File: src/rtl/ripple_mon_pkg.sv
// Shared definitions for the ripple counter monitor: FSM encoding,
// event bit positions and default bus widths.
package ripple_mon_pkg;

    localparam int DEFAULT_WIDTH  = 6;
    localparam int DEFAULT_WRAP_W = 8;

    // Bit positions inside evt_type
    localparam int EVT_MATCH = 0;
    localparam int EVT_WRAP  = 1;

    typedef enum logic [1:0] {
        IDLE    = 2'd0,
        ACQUIRE = 2'd1,
        TRACK   = 2'd2
    } mon_state_e;

endpackage

File: src/rtl/count_stabilizer.sv
// Two-stage sampler for the rippling count bus. A value is reported as
// stable only when two consecutive samples agree, which rejects bits that
// were caught mid-ripple.
module count_stabilizer #(
    parameter int WIDTH = 6
) (
    input  logic             clk,
    input  logic             clr,
    input  logic [WIDTH-1:0] count_in,
    output logic [WIDTH-1:0] sample,
    output logic             stable
);

    logic [WIDTH-1:0] s1_q, s1_d;
    logic [WIDTH-1:0] s2_q, s2_d;

    // Shift the raw bus through the two sample stages every cycle
    always_comb begin
        s1_d = count_in;
        s2_d = s1_q;
    end

    // Sample registers, cleared asynchronously
    always_ff @(posedge clk or posedge clr) begin
        if (clr) begin
            s1_q <= '0;
            s2_q <= '0;
        end else begin
            s1_q <= s1_d;
            s2_q <= s2_d;
        end
    end

    assign sample = s2_q;
    assign stable = (s1_q == s2_q);

endmodule

File: src/rtl/ripple_count_monitor.sv
// Monitor for a ripple counter: accepts only stable samples, tracks the
// last accepted value, raises match/wrap events through a one-deep
// valid/ready register and keeps a saturating wrap tally.
module ripple_count_monitor
    import ripple_mon_pkg::*;
#(
    parameter int WIDTH  = DEFAULT_WIDTH,
    parameter int WRAP_W = DEFAULT_WRAP_W
) (
    input  logic              clk,
    input  logic              clr,
    input  logic [WIDTH-1:0]  count_in,
    input  logic              enable,
    input  logic [WIDTH-1:0]  threshold,
    output logic [WIDTH-1:0]  stable_count,
    output logic              stable_valid,
    output logic              evt_valid,
    input  logic              evt_ready,
    output logic [1:0]        evt_type,
    output logic [WIDTH-1:0]  evt_value,
    output logic [WRAP_W-1:0] wrap_count,
    output logic              overrun
);

    logic [WIDTH-1:0] sample;
    logic             stable;

    count_stabilizer #(.WIDTH(WIDTH)) u_stabilizer (
        .clk      (clk),
        .clr      (clr),
        .count_in (count_in),
        .sample   (sample),
        .stable   (stable)
    );

    mon_state_e        state_q, state_d;
    logic [WIDTH-1:0]  stable_count_q, stable_count_d;
    logic              stable_valid_q, stable_valid_d;
    logic              evt_valid_q, evt_valid_d;
    logic [1:0]        evt_type_q, evt_type_d;
    logic [WIDTH-1:0]  evt_value_q, evt_value_d;
    logic [WRAP_W-1:0] wrap_count_q, wrap_count_d;
    logic              overrun_q, overrun_d;

    logic              update;
    logic              match_hit;
    logic              wrap_hit;
    logic [1:0]        new_type;

    // Next-state logic: FSM, update detection, event register and wrap tally
    always_comb begin
        state_d        = state_q;
        stable_count_d = stable_count_q;
        stable_valid_d = stable_valid_q;
        evt_valid_d    = evt_valid_q;
        evt_type_d     = evt_type_q;
        evt_value_d    = evt_value_q;
        wrap_count_d   = wrap_count_q;
        overrun_d      = overrun_q;
        update         = 1'b0;
        new_type       = 2'b00;

        // Dropping enable returns to IDLE from anywhere; the held value stays
        if (!enable) begin
            state_d        = IDLE;
            stable_valid_d = 1'b0;
        end else begin
            case (state_q)
                IDLE: begin
                    stable_valid_d = 1'b0;
                    state_d        = ACQUIRE;
                end
                ACQUIRE: begin
                    if (stable) begin
                        stable_count_d = sample;
                        stable_valid_d = 1'b1;
                        state_d        = TRACK;
                    end
                end
                TRACK: begin
                    update = stable && (sample != stable_count_q);
                end
                default: begin
                    state_d        = IDLE;
                    stable_valid_d = 1'b0;
                end
            endcase
        end

        match_hit = update && (sample == threshold) && (stable_count_q != threshold);
        wrap_hit  = update && (sample < stable_count_q);
        new_type[EVT_MATCH] = match_hit;
        new_type[EVT_WRAP]  = wrap_hit;

        if (update) begin
            stable_count_d = sample;
        end

        if (wrap_hit && (wrap_count_q != {WRAP_W{1'b1}})) begin
            wrap_count_d = wrap_count_q + 1'b1;
        end

        // A consumer accept frees the slot in the same cycle a new event arrives
        if (match_hit || wrap_hit) begin
            if (!evt_valid_q || evt_ready) begin
                evt_valid_d = 1'b1;
                evt_type_d  = new_type;
                evt_value_d = sample;
            end else begin
                overrun_d = 1'b1;
            end
        end else if (evt_ready) begin
            evt_valid_d = 1'b0;
        end
    end

    // State and output registers, cleared asynchronously
    always_ff @(posedge clk or posedge clr) begin
        if (clr) begin
            state_q        <= IDLE;
            stable_count_q <= '0;
            stable_valid_q <= 1'b0;
            evt_valid_q    <= 1'b0;
            evt_type_q     <= 2'b00;
            evt_value_q    <= '0;
            wrap_count_q   <= '0;
            overrun_q      <= 1'b0;
        end else begin
            state_q        <= state_d;
            stable_count_q <= stable_count_d;
            stable_valid_q <= stable_valid_d;
            evt_valid_q    <= evt_valid_d;
            evt_type_q     <= evt_type_d;
            evt_value_q    <= evt_value_d;
            wrap_count_q   <= wrap_count_d;
            overrun_q      <= overrun_d;
        end
    end

    assign stable_count = stable_count_q;
    assign stable_valid = stable_valid_q;
    assign evt_valid    = evt_valid_q;
    assign evt_type     = evt_type_q;
    assign evt_value    = evt_value_q;
    assign wrap_count   = wrap_count_q;
    assign overrun      = overrun_q;

endmodule

File: config.mk
export PLATFORM = sky130hd
export DESIGN_NAME = ripple_count_monitor
export DESIGN_NICKNAME = d
export VERILOG_FILES = /design/src/rtl/ripple_mon_pkg.sv /design/src/rtl/count_stabilizer.sv /design/src/rtl/ripple_count_monitor.sv
export SDC_FILE = /design/constraint.sdc
export NUM_CORES = 1
export LEC_CHECK = 0
export ABC_CLOCK_PERIOD_IN_PS = 3000
export BUFFER_PORTS_ARGS = -buffer_cell sky130_fd_sc_hd__buf_2
export CORE_MARGIN = 2
export CORE_UTILIZATION = 53
export CTS_CLUSTER_DIAMETER = 80
export CTS_CLUSTER_SIZE = 24
export DETAILED_ROUTE_END_ITERATION = 8
export GPL_TIMING_DRIVEN = 1
export PLACE_DENSITY_LB_ADDON = 0.1
export SYNTH_ARGS = -nofsm -noshare
export SYNTH_HDL_FRONTEND = slang
export SYNTH_SLANG_ARGS = --single-unit
File: constraint.sdc
create_clock -name clk -period 3 [get_ports clk]
set_clock_uncertainty 0.2 [all_clocks]
set_input_delay 0.75 -clock clk [delete_from_list [all_inputs] [get_ports clk]]
set_output_delay 0.75 -clock clk [all_outputs]
set_load 0.05 [all_outputs]
=== After elaboration in Yosys (flattened, before gate mapping) ===
Cells that the tools add are included.

* Equal/unequal tests: 10
* Muxes and demuxes: 15
* Magnitude comparators: 1
* $add $sub $neg: 1
* Bitwise operators: 1
* Reduce and logical (&&, ||, !) cells: 18

{| class="wikitable"
|+ Operators with widths
! cell !! count
|-
| 2-to-1 mux 6 bit || 4
|-
| equality test 6 bit || 2
|-
| != test 6 bit || 2
|-
| adder 8 x 1 -> 8 bit (second input constant) || 1
|-
| != test 8 bit (second input constant) || 1
|-
| AND reduction 2 bit || 4
|-
| nonzero test 2 bit || 4
|-
| 2-to-1 mux 1 bit || 7
|-
| less-than comparator 6 bit || 1
|-
| one-hot mux 2 bit (3 select lines) || 1
|-
| logical AND 1 bit || 5
|-
| 2-to-1 mux 2 bit || 2
|-
| != test 3 bit (second input constant) || 1
|-
| AND reduction 3 bit || 1
|-
| equality test 2 x 1 -> 1 bit (second input constant) || 1
|-
| equality test 2 bit (second input constant) || 1
|-
| zero test 2 bit || 1
|-
| logical OR 1 bit || 2
|-
| != test 2 x 1 -> 1 bit (second input constant) || 1
|-
| != test 2 bit (second input constant) || 1
|-
| one-hot mux 1 bit (2 select lines) || 1
|-
| zero test 1 bit || 1
|-
| NOT 1 bit || 1
|}

* Word-level logic and storage cells: 56
* Output and inout bits: 25
* Register bits after elaboration: 39
* Input port bits: 16

=== Longest topological paths before layout ===
Gate-level depths: netlist of the first run.

* Depth in word-level cells: 9
* Gate-level depth with buffers: 8
* Depth with buffers taken out: 7

=== By module ===
Synthesis of the first run repeated with hierarchy kept, for this count alone.

* Cells, all modules: 151
* Area total of the unflattened synthesis: 1865.5 µm²

{| class="wikitable"
|+ Modules (own cells, without submodules)
! module !! cells an instance !! area each (µm²) !! seq. area each (µm²) !! instances
|-
| ripple_count_monitor || 130 || 1492.7 || 675.6 || 1
|-
| count_stabilizer || 21 || 372.9 || 300.3 || 1
|}

=== Least setup slack after synthesis of the first run ===
OpenSTA, ideal clock, no wires.

* Kind: flip-flop to flip-flop
* From: register stable_count_q[3], in the netlist stable_count[3]
* To: register evt_value_q[0], in the netlist evt_value[0]
* Slack: 417 ps
* Library setup time: 125 ps
* Arrival time: 2259 ps
* Required time: 2675 ps
* Stages on the path, launching flop included: 8
* Clock period less this slack: 2583 ps
* Path buffers: 0
* Cells stage by stage: dfrtp_1 -> inv_1 -> ha_1 -> a211oi_1 -> nor2_1 -> nor3_2 -> o211ai_2 -> mux2_2

* Longest elaborated chain between the ends: 8
* Elaborated cells between the ends (all ways): 11
* Those cells by class: 1 x order compare; 2 x eq/ne; 2 x mux; 6 x reduce/logical

{| class="wikitable"
|+ Ends and longest elaborated chain
! what !! RTL line !! RTL
|-
| start: declaration || ripple_count_monitor.sv:37 || <nowiki>logic [WIDTH-1:0] stable_count_q, stable_count_d;</nowiki>
|-
| start signal: assignment || ripple_count_monitor.sv:130 || <nowiki>stable_count_q <= stable_count_d;</nowiki>
|-
| != test 6 bit || ripple_count_monitor.sv:81 || <nowiki>update = stable && (sample != stable_count_q);</nowiki>
|-
| logical AND 1 bit || ripple_count_monitor.sv:81 ||
|-
| 2-to-1 mux 1 bit || ripple_count_monitor.sv:68 || <nowiki>case (state_q)</nowiki>
|-
| 2-to-1 mux 1 bit || ripple_count_monitor.sv:64 || <nowiki>if (!enable) begin</nowiki>
|-
| logical AND 1 bit (2 in series) || ripple_count_monitor.sv:90 || <nowiki>match_hit = update && (sample == threshold) && (stable_count_q != threshold);</nowiki>
|-
| logical OR 1 bit (*) || ripple_count_monitor.sv:104 || <nowiki>if (match_hit || wrap_hit) begin</nowiki>
|-
| AND reduction 2 bit (no line) (*) || -- ||
|-
| end signal: assignment || ripple_count_monitor.sv:134 || <nowiki>evt_value_q <= evt_value_d;</nowiki>
|-
| end: declaration || ripple_count_monitor.sv:41 || <nowiki>logic [WIDTH-1:0] evt_value_q, evt_value_d;</nowiki>
|}

Every way passes the cells marked *; elsewhere a longest branch is shown, timed or not.
A chain may end at the register's enable or synchronous reset.

=== Final worst setup path of the first run ===
* From: register u_stabilizer.s2_q[5], in the netlist u_stabilizer.sample[5]
* To: register evt_value_q[4], in the netlist evt_value[4]

* Longest elaborated chain between the ends: 8
* Elaborated cells between the ends (all ways): 12
* Those cells by class: 1 x order compare; 3 x eq/ne; 2 x mux; 6 x reduce/logical

{| class="wikitable"
|+ Ends and longest elaborated chain
! what !! RTL line !! RTL
|-
| start: declaration || count_stabilizer.sv:15 || <nowiki>logic [WIDTH-1:0] s2_q, s2_d;</nowiki>
|-
| start signal: assignment || count_stabilizer.sv:27 || <nowiki>s2_q <= '0;</nowiki>
|-
| start signal: assignment || count_stabilizer.sv:30 || <nowiki>s2_q <= s2_d;</nowiki>
|-
| equality test 6 bit or != test 6 bit (tied branches) || count_stabilizer.sv:35, ripple_count_monitor.sv:81 ||
|-
| logical AND 1 bit || ripple_count_monitor.sv:81 ||
|-
| 2-to-1 mux 1 bit || ripple_count_monitor.sv:68 ||
|-
| 2-to-1 mux 1 bit || ripple_count_monitor.sv:64 ||
|-
| logical AND 1 bit (2 in series) || ripple_count_monitor.sv:90 ||
|-
| logical OR 1 bit (*) || ripple_count_monitor.sv:104 ||
|-
| AND reduction 2 bit (no line) (*) || -- ||
|}

Marks and branches as above.

==> out/metrics.yaml, run 1 <==
synth:
  synth.area.top_cells: "dfrtp_1 54%, mux2_2 9.3%, xnor2_1 8.2%"
  syn_nets: 174
  synth_flop_cell: "dfrtp_1"
  synth_edf_count: 0
  ys_async_sr_fraction_pct: 100
  synth_cell_type_count: 28
  avgSynthCellArea_sq_um: 12.1
  yosysMostFrequentCell: "dfrtp_1"
  yosys.area.top_type: "dfrtp_1"
  syn-instance-count: 151
  synth_commonest_cells: "39 x dfrtp_1, 17 x xnor2_1, 15 x mux2_2"
  netlist_area_sq_mm: 0.00182
  synth_top_area_share_pct: 53.5
  synth_seq_cells: 39
  yosys_warnings: 0
  ys_seq_area_share_pct: 53.5
setup_path:
  criticalPathCategory: "reg2reg"
  reg2regPathDepth: 7
  arrival_ns: 2.36
  reg2reg_from: "u_stabilizer.sample[5]$_DFF_PP0_"
  critPathLaunchType: "flip-flop"
  r2r_setup_slack_ns: 0.66
  required_ns: 3.03
  cp-end-kind: "flip-flop"
  critPathMaxFanout: 10
  startpoint: "u_stabilizer.sample[5]$_DFF_PP0_"
  reg2reg_to: "evt_value[4]$_DFFE_PP0P_"
cells_and_area:
  ff_latch_area_sq_um: 976
  finalNetCount: 224
  fillCellCount: 291
  multiInputGateArea_sq_um: 795
  diodes: 0
  areaGrowthSynthToFinish_pct: 18.3
  drive_gt1_share_pct: 36.6
  instances_no_fill: 248
min_path:
  hold-path-endpoint: "u_stabilizer.sample[3]$_DFF_PP0_"
  worstHoldPathCells: 0
  hold_class: "reg2reg"
  hp-start: "u_stabilizer.s1_q[3]$_DFF_PP0_"
place:
  port_buffers: 40
  dp_hpwl_um: 2490
  dp.cells: 240
  gp_congestion: 0.737
sta:
  worst_pin_slew_ns: 0.466
  post-route-period-util_pct: 77.9
  hold_viol_final: 0
  setup_violations: 0
  fin_crit_ns: 2.34
  tns_ns: 0
  fmax_mhz: 428
  drv_slew: 0
  rsz0062_at_grt: "false"
  slew_headroom_pct: 69.0
clock_network:
  cts_resized: 0
  clockBufferDepth: 2
  cts_tree: "done"
  cts.sinks: 39
  cts_setup_buffers: 0
  clock-root-buffer: "clkbuf_4"
  postCtsHoldBufs: 0
  clkLatencyLatePin_ns: 0.34
  htree_num_levels: 2
  cts_buffers: 5
  path_clk_slew_ns: 0.11
pwr:
  power_density_mw_per_mm2: 458
  leakage_nw: 1.12
  max-vdd-ir-drop_mv: 0.346
grt:
  grt_overflow: 0
  grt_pass1_wl_um: 5330
  grtUsageTotal_pct: 17.5
  antenna_found_initial: 0
  grt_max_degree: 40
  grt_pass1_vias: 1168
routing:
  vias: 1281
  postRouteAntennaNets: 0
  route.detailed.drc: 0
  first_pass_iters: 4
  first_iter_violations: 53
  routed_wl_um: 3250
  vias_per_cell: 5.17
  wl_per_cell_um: 13.1
floorplanning:
  core_sq_mm: 0.00331
  num_rows: 21
  initial_core_util_pct: 55.1
  die_h_um: 62.7
  die_area_sq_mm: 0.00393
  die_w_um: 62.7
  io_pins: 41
run_status:
  status: "finished, final reports clean"
run:
  drv_cap: 0
==> worst max path at each step <==
stage                                           to  cells after the start
after global placement    evt_value[1]$_DFFE_PP0P_                      6
final                     evt_value[4]$_DFFE_PP0P_                      7
after CTS                 evt_value[4]$_DFFE_PP0P_                      7
after detailed placement  evt_value[4]$_DFFE_PP0P_                      6
after global routing      evt_value[3]$_DFFE_PP0P_                      7
after floorplan           evt_value[0]$_DFFE_PP0P_                      7
==> layout make-up <==
class,instances,area share (%)
clock buffer,5,1.74
clock inverter,3,0.696
inverter,12,2.09
multi-input combinational,99,36.9
sequential,39,45.3
tap,46,2.67
timing repair buffer,44,10.7
==> stage by stage <==
step	setup WS (ns)	power [W]	instance area, sq um	hold slack, ns	utilization [%]
floorplan	0.417	0.000696	1820	0.173	-
global placement	0.539	0.000744	2100	0.180	63.5
detailed placement	0.492	0.000748	2100	0.182	63.5
CTS	0.652	0.00100	2160	0.209	65.1
global route	0.559	0.00105	2160	0.227	65.1
finish	0.664	0.000987	2160	0.202	65.1
==> cells in the final DEF, fill, tap and decap left out <==
cell | Yosys | final
nor4_1 | 1 | 1
o21ai_0 | 2 | 2
clkbuf_4 | 0 | 5
nor2b_1 | 1 | 1
nand2b_1 | 4 | 4
mux2_2 | 15 | 15
ha_1 | 7 | 7
dfrtp_1 | 39 | 39
nor3_2 | 1 | 1
clkinv_2 | 0 | 3
nor2_1 | 5 | 5
or2_2 | 1 | 1
nor4_2 | 2 | 2
inv_1 | 12 | 12
nand3_1 | 5 | 5
xor2_1 | 7 | 7
buf_2 | 0 | 40
nor3_1 | 1 | 1
a31o_2 | 1 | 1
a21oi_1 | 1 | 1
xnor2_1 | 17 | 17
and3_1 | 4 | 4
o211ai_2 | 1 | 1
buf_4 | 1 | 4
nand3_2 | 1 | 1
nor3b_1 | 1 | 1
a211oi_1 | 2 | 2
a31oi_1 | 1 | 1
nand4_1 | 10 | 10
a21o_1 | 2 | 2
nand2_1 | 6 | 6
==> routing by layer <==
| layer | routed length, um | track usage (%) |
|---|---|---|
| met5 | 0 | 0 |
| met4 | 22 | 5.83 |
| met3 | 156 | 5.41 |
| met2 | 1540 | 26.7 |
| met1 | 1530 | 24.0 |
==> worst max-delay path: stages (launching register included) <==
cell	delay (ns)
dfrtp_1	0.47
ha_1	0.32
nand4_1	0.13
a21oi_1	0.18
nor3_2	0.05
buf_4	0.17
o211ai_2	0.33
mux2_2	0.38
==> power by group <==
part           internal [W]  total (W)  leakage [nW]  switching (W)
clock network     0.0000873   0.000250        0.0347       0.000163
registers          0.000545   0.000570         0.508      0.0000243
logic             0.0000631   0.000167         0.577       0.000104
total              0.000696   0.000987          1.12       0.000291
==> kinds of logic (layout without fill, tap and decap cells) <==
family | count (synthesis) | after routing | share of synthesized area (%)
flip-flops | 39 | 39 | 53.5
buffers and inverters | 13 | 64 | 2.88
AO/OA/AOI/OAI | 10 | 10 | 3.98
XOR/XNOR | 24 | 24 | 11.5
multiplexers | 15 | 15 | 9.27
adder cells (fa/ha/maj) | 7 | 7 | 4.80
AND/OR/NAND/NOR | 43 | 43 | 14.0
==> registers in the layout, indices dropped and copies added, names as in the netlist <==
signal	count
evt_type	2
evt_valid	1
evt_value	6
overrun	1
stable_count	6
stable_valid	1
state_q	2
u_stabilizer.s1_q	6
u_stabilizer.sample	6
wrap_count	8
Power figures use the tool's default switching activity.
==> run 2: changes to the inputs <==
ABC_AREA = 1   (was not set)
ABC_CLOCK_PERIOD_IN_PS = 1900   (was 3000)
CORE_UTILIZATION = 50   (was 53)
clock period = 1.9 ns   (was 3 ns; I/O delays follow)
==> run 2 against run 1 <==
  * Sequential power increased by 60%
  * First-iteration DRC count fell by 25%
  * Worst hold slack worse by 0.12 ns
  * Clock power increased to 2.7 times the previous value
  * Critical path depth up 3
  * Total power is 120% higher
  * Critical endpoint is now wrap_count[6]$_DFFE_PP0P_
  * Largest power group unchanged
  * Highest routed layer unchanged
==> out/metrics.yaml, run 2 <==
pwr:
  fin_total_pwr_w: 0.00214  # was 0.000987 W
  max-vdd-ir-drop_mv: 0.764  # was 0.346 mV
  power_density_mw_per_mm2: 720  # was 458 mW/mm^2
  leakage_nw: 1.63  # was 1.12 nW
floorplanning:
  io_pins: 41  # unchanged
  core_sq_mm: 0.00432  # was 0.00331 sq mm
  die_w_um: 70.6  # was 62.7 um
  die_area_sq_mm: 0.00498  # was 0.00393 sq mm
  die_h_um: 70.6  # was 62.7 um
  initial_core_util_pct: 51.2  # was 55.1%
  num_rows: 24  # was 21
routing:
  first_iter_violations: 40  # was 53
  route.detailed.drc: 0  # unchanged
  vias: 1938  # was 1281
  routed_wl_um: 4770  # was 3250 um
  vias_per_cell: 4.85  # was 5.17
  postRouteAntennaNets: 0  # unchanged
  wl_per_cell_um: 11.9  # was 13.1 um
  first_pass_iters: 4  # unchanged
min_path:
  hold_class: "in2reg"  # was reg2reg
  worstHoldPathCells: 1  # was 0
setup_path:
  crit_family: "simple AND/OR/NAND/NOR gates"  # was compound AO/OA/AOI/OAI gates
  worstSetupPathDepth: 10  # was 7
  cpMostUsedCell: "nand2_1"
  crit_path_top_delay_cell: "dfrtp_2"  # was dfrtp_1
  reg2regPathDepth: 10  # was 7
  arrival_ns: 1.88  # was 2.36 ns
  required_ns: 1.88  # was 3.03 ns
  cp-end-kind: "flip-flop"  # unchanged
  critPathMaxStageDelay_ns: 0.43  # was 0.47 ns
  criticalPathCategory: "reg2reg"  # unchanged
  path_buf_inv: 2  # was 1
  cp_cell_sequence: "inv_2 -> ha_4 -> a21oi_2 -> or2_4 -> nand3_4 -> buf_6 -> nor2_4 -> nand3_2 -> nand2_1 -> nand2_1"  # was ha_1 -> nand4_1 -> a21oi_1 -> nor3_2 -> buf_4 -> o211ai_2 -> mux2_2
  critPathMaxFanout: 5  # was 10
  critPathLaunchType: "flip-flop"  # unchanged
  r2r_setup_slack_ns: 0.006  # was 0.66 ns
sta:
  fin_crit_ns: 1.89  # was 2.34 ns
  worst_slack_ns: 0.00573  # was 0.664 ns
  fmax_mhz: 528  # was 428 MHz
  post-route-period-util_pct: 99.7  # was 77.9%
  rsz0062_at_grt: "true"  # was false
  drv_slew: 0  # unchanged
  worst_pin_slew_ns: 0.491  # was 0.466 ns
  hold_viol_final: 0  # unchanged
  slew_headroom_pct: 67.3  # was 69.0%
  setup_violations: 0  # unchanged
  tns_ns: 0  # unchanged
cells_and_area:
  fillCellCount: 375  # was 291
  layout_commonest_cell: "nand2_1"  # was buf_2
  drive_gt1_share_pct: 43.1  # was 36.6%
  areaGrowthSynthToFinish_pct: 34.0  # was 18.3%
  largest_register_ffs: 8  # unchanged
  instances_no_fill: 400  # was 248
  diodes: 0  # unchanged
  layout_common_cells: "86 x nand2_1, 40 x buf_2, 32 x inv_1, 27 x buf_4, 26 x dfrtp_1"  # was 40 x buf_2, 39 x dfrtp_1, 17 x xnor2_1, 15 x mux2_2, 12 x inv_1
  finalNetCount: 370  # was 224
grt:
  grt_max_degree: 40  # unchanged
  grtUsageTotal_pct: 21.3  # was 17.5%
  grt_pass1_vias: 1908  # was 1168
  antenna_found_initial: 0  # unchanged
  grt_overflow: 0  # unchanged
  grt_pass1_wl_um: 8480  # was 5330 um
place:
  dp.cells: 381  # was 240
  dp_hpwl_um: 3520  # was 2490 um
  pre_cts_slack_ns: -0.0588  # was 0.492 ns
  port_buffers: 40  # unchanged
  gp_congestion: 0.854  # was 0.737
clock_network:
  htree_num_levels: 2  # unchanged
  clkLatencyLatePin_ns: 0.29  # was 0.34 ns
  clockBufferDepth: 2  # unchanged
  cts_tree: "done"  # unchanged
  cts.sinks: 39  # unchanged
  path_clk_slew_ns: 0.08  # was 0.11 ns
  clock-root-buffer: "clkbuf_8"  # was clkbuf_4
  cts_buffers: 5  # unchanged
synth:
  ys_seq_area_share_pct: 44.1  # was 53.5%
  synth_seq_cells: 39  # unchanged
  yosys.area.top_type: "dfrtp_1"  # unchanged
  syn-instance-count: 271  # was 151
  synth_flop_cell: "dfrtp_1"  # unchanged
  synth_top_area_share_pct: 44.1  # was 53.5%
  synth.area.top_cells: "dfrtp_1 44%, nand2_1 15%, inv_1 6.6%"  # was dfrtp_1 54%, mux2_2 9.3%, xnor2_1 8.2%
  avgSynthCellArea_sq_um: 8.17  # was 12.1 sq um
  synth_commonest_cells: "91 x nand2_1, 39 x dfrtp_1, 39 x inv_1"  # was 39 x dfrtp_1, 17 x xnor2_1, 15 x mux2_2
  synth_edf_count: 0  # unchanged
  yosys_warnings: 0  # unchanged
  netlist_area_sq_mm: 0.00221  # was 0.00182 sq mm
  synth_cell_type_count: 28  # unchanged
  syn_nets: 294  # was 174
  yosysMostFrequentCell: "nand2_1"  # was dfrtp_1
  ys_async_sr_fraction_pct: 100  # unchanged
run_status:
  status: "finished, final reports clean"  # unchanged
run:
  drv_cap: 0  # unchanged
run 2: changes by cell type after synthesis, moves of 7 or more:
cell     delta
inv_1      +27
mux2_2     -15
nand2_1    +85
nand2_2     +7
nand3_1    +12
nor2_1     +10
xnor2_1    -14
run 2: logic make-up after synthesis:
logic type	Yosys count	share of synthesized area, %
XOR/XNOR	7	3.11
adder cells (fa/ha/maj)	7	3.95
buffers and inverters	45	7.97
AND/OR/NAND/NOR	161	36.8
flip-flops	39	44.1
AO/OA/AOI/OAI	12	4.07
run 2: worst paths after layout:
path / startpoint / endpoint
worst min register to register: u_stabilizer.s1_q[5]$_DFF_PP0_ / u_stabilizer.sample[5]$_DFF_PP0_
worst max-delay path: stable_count[3]$_DFFE_PP0P_ / wrap_count[6]$_DFFE_PP0P_
min in group asynchronous: clr / evt_value[2]$_DFFE_PP0P_
worst min-delay path: count_in[4] / u_stabilizer.s1_q[4]$_DFF_PP0_
max in group asynchronous: clr / stable_count[0]$_DFFE_PP0P_
worst max register to register: stable_count[3]$_DFFE_PP0P_ / wrap_count[6]$_DFFE_PP0P_
run 2: what timing repair did:
| action | CTS | global route |
|---|---|---|
| resized for setup | 7 | 6 |
| setup buffers | 6 | 4 |
| cloned | 0 | 1 |
| hold buffers | 0 | 0 |
| pin swaps | 6 | 9 |
| setup endpoints to repair | 13 | 23 |
run 2: layout make-up:
type                       instances  area, sq um  share of cell area (%)
multi-input combinational        188         1200                    40.3
timing repair buffer              69          434                    14.6
sequential                        39          992                    33.4
inverter                          44          168                    5.65
tap                               52         65.1                    2.19
clock inverter                     3         43.8                    1.48
clock buffer                       5         68.8                    2.32
run 2: report_power, final:
part | total (W) | internal (W) | leakage, nW | switching [W]
Sequential | 0.000910 | 0.000873 | 0.489 | 0.0000377
Combinational | 0.000543 | 0.000218 | 1.08 | 0.000324
Clock | 0.000682 | 0.000391 | 0.0581 | 0.000292
run 2: per-layer routing:
| metal | part of all wire (%) | vias up | track usage [%] |
|---|---|---|---|
| met2 | 50 | 36 | 35.0 |
| met1 | 44 | 896 | 28.3 |
| li1 | - | 997 | - |
| met5 | 0 | - | 0 |
| met3 | 4.3 | 9 | 4.84 |
| met4 | 1.7 | 0 | 6.71 |
run 2: per-stage QoR:
step	cell area, sq um	hold WS [ns]	utilization, %
floorplan	2310	0.174	-
global placement	2720	0.183	62.9
detailed placement	2720	0.188	62.9
CTS	2900	0.0698	67.0
global route	2970	0.0691	68.6
finish	2970	0.0805	68.6
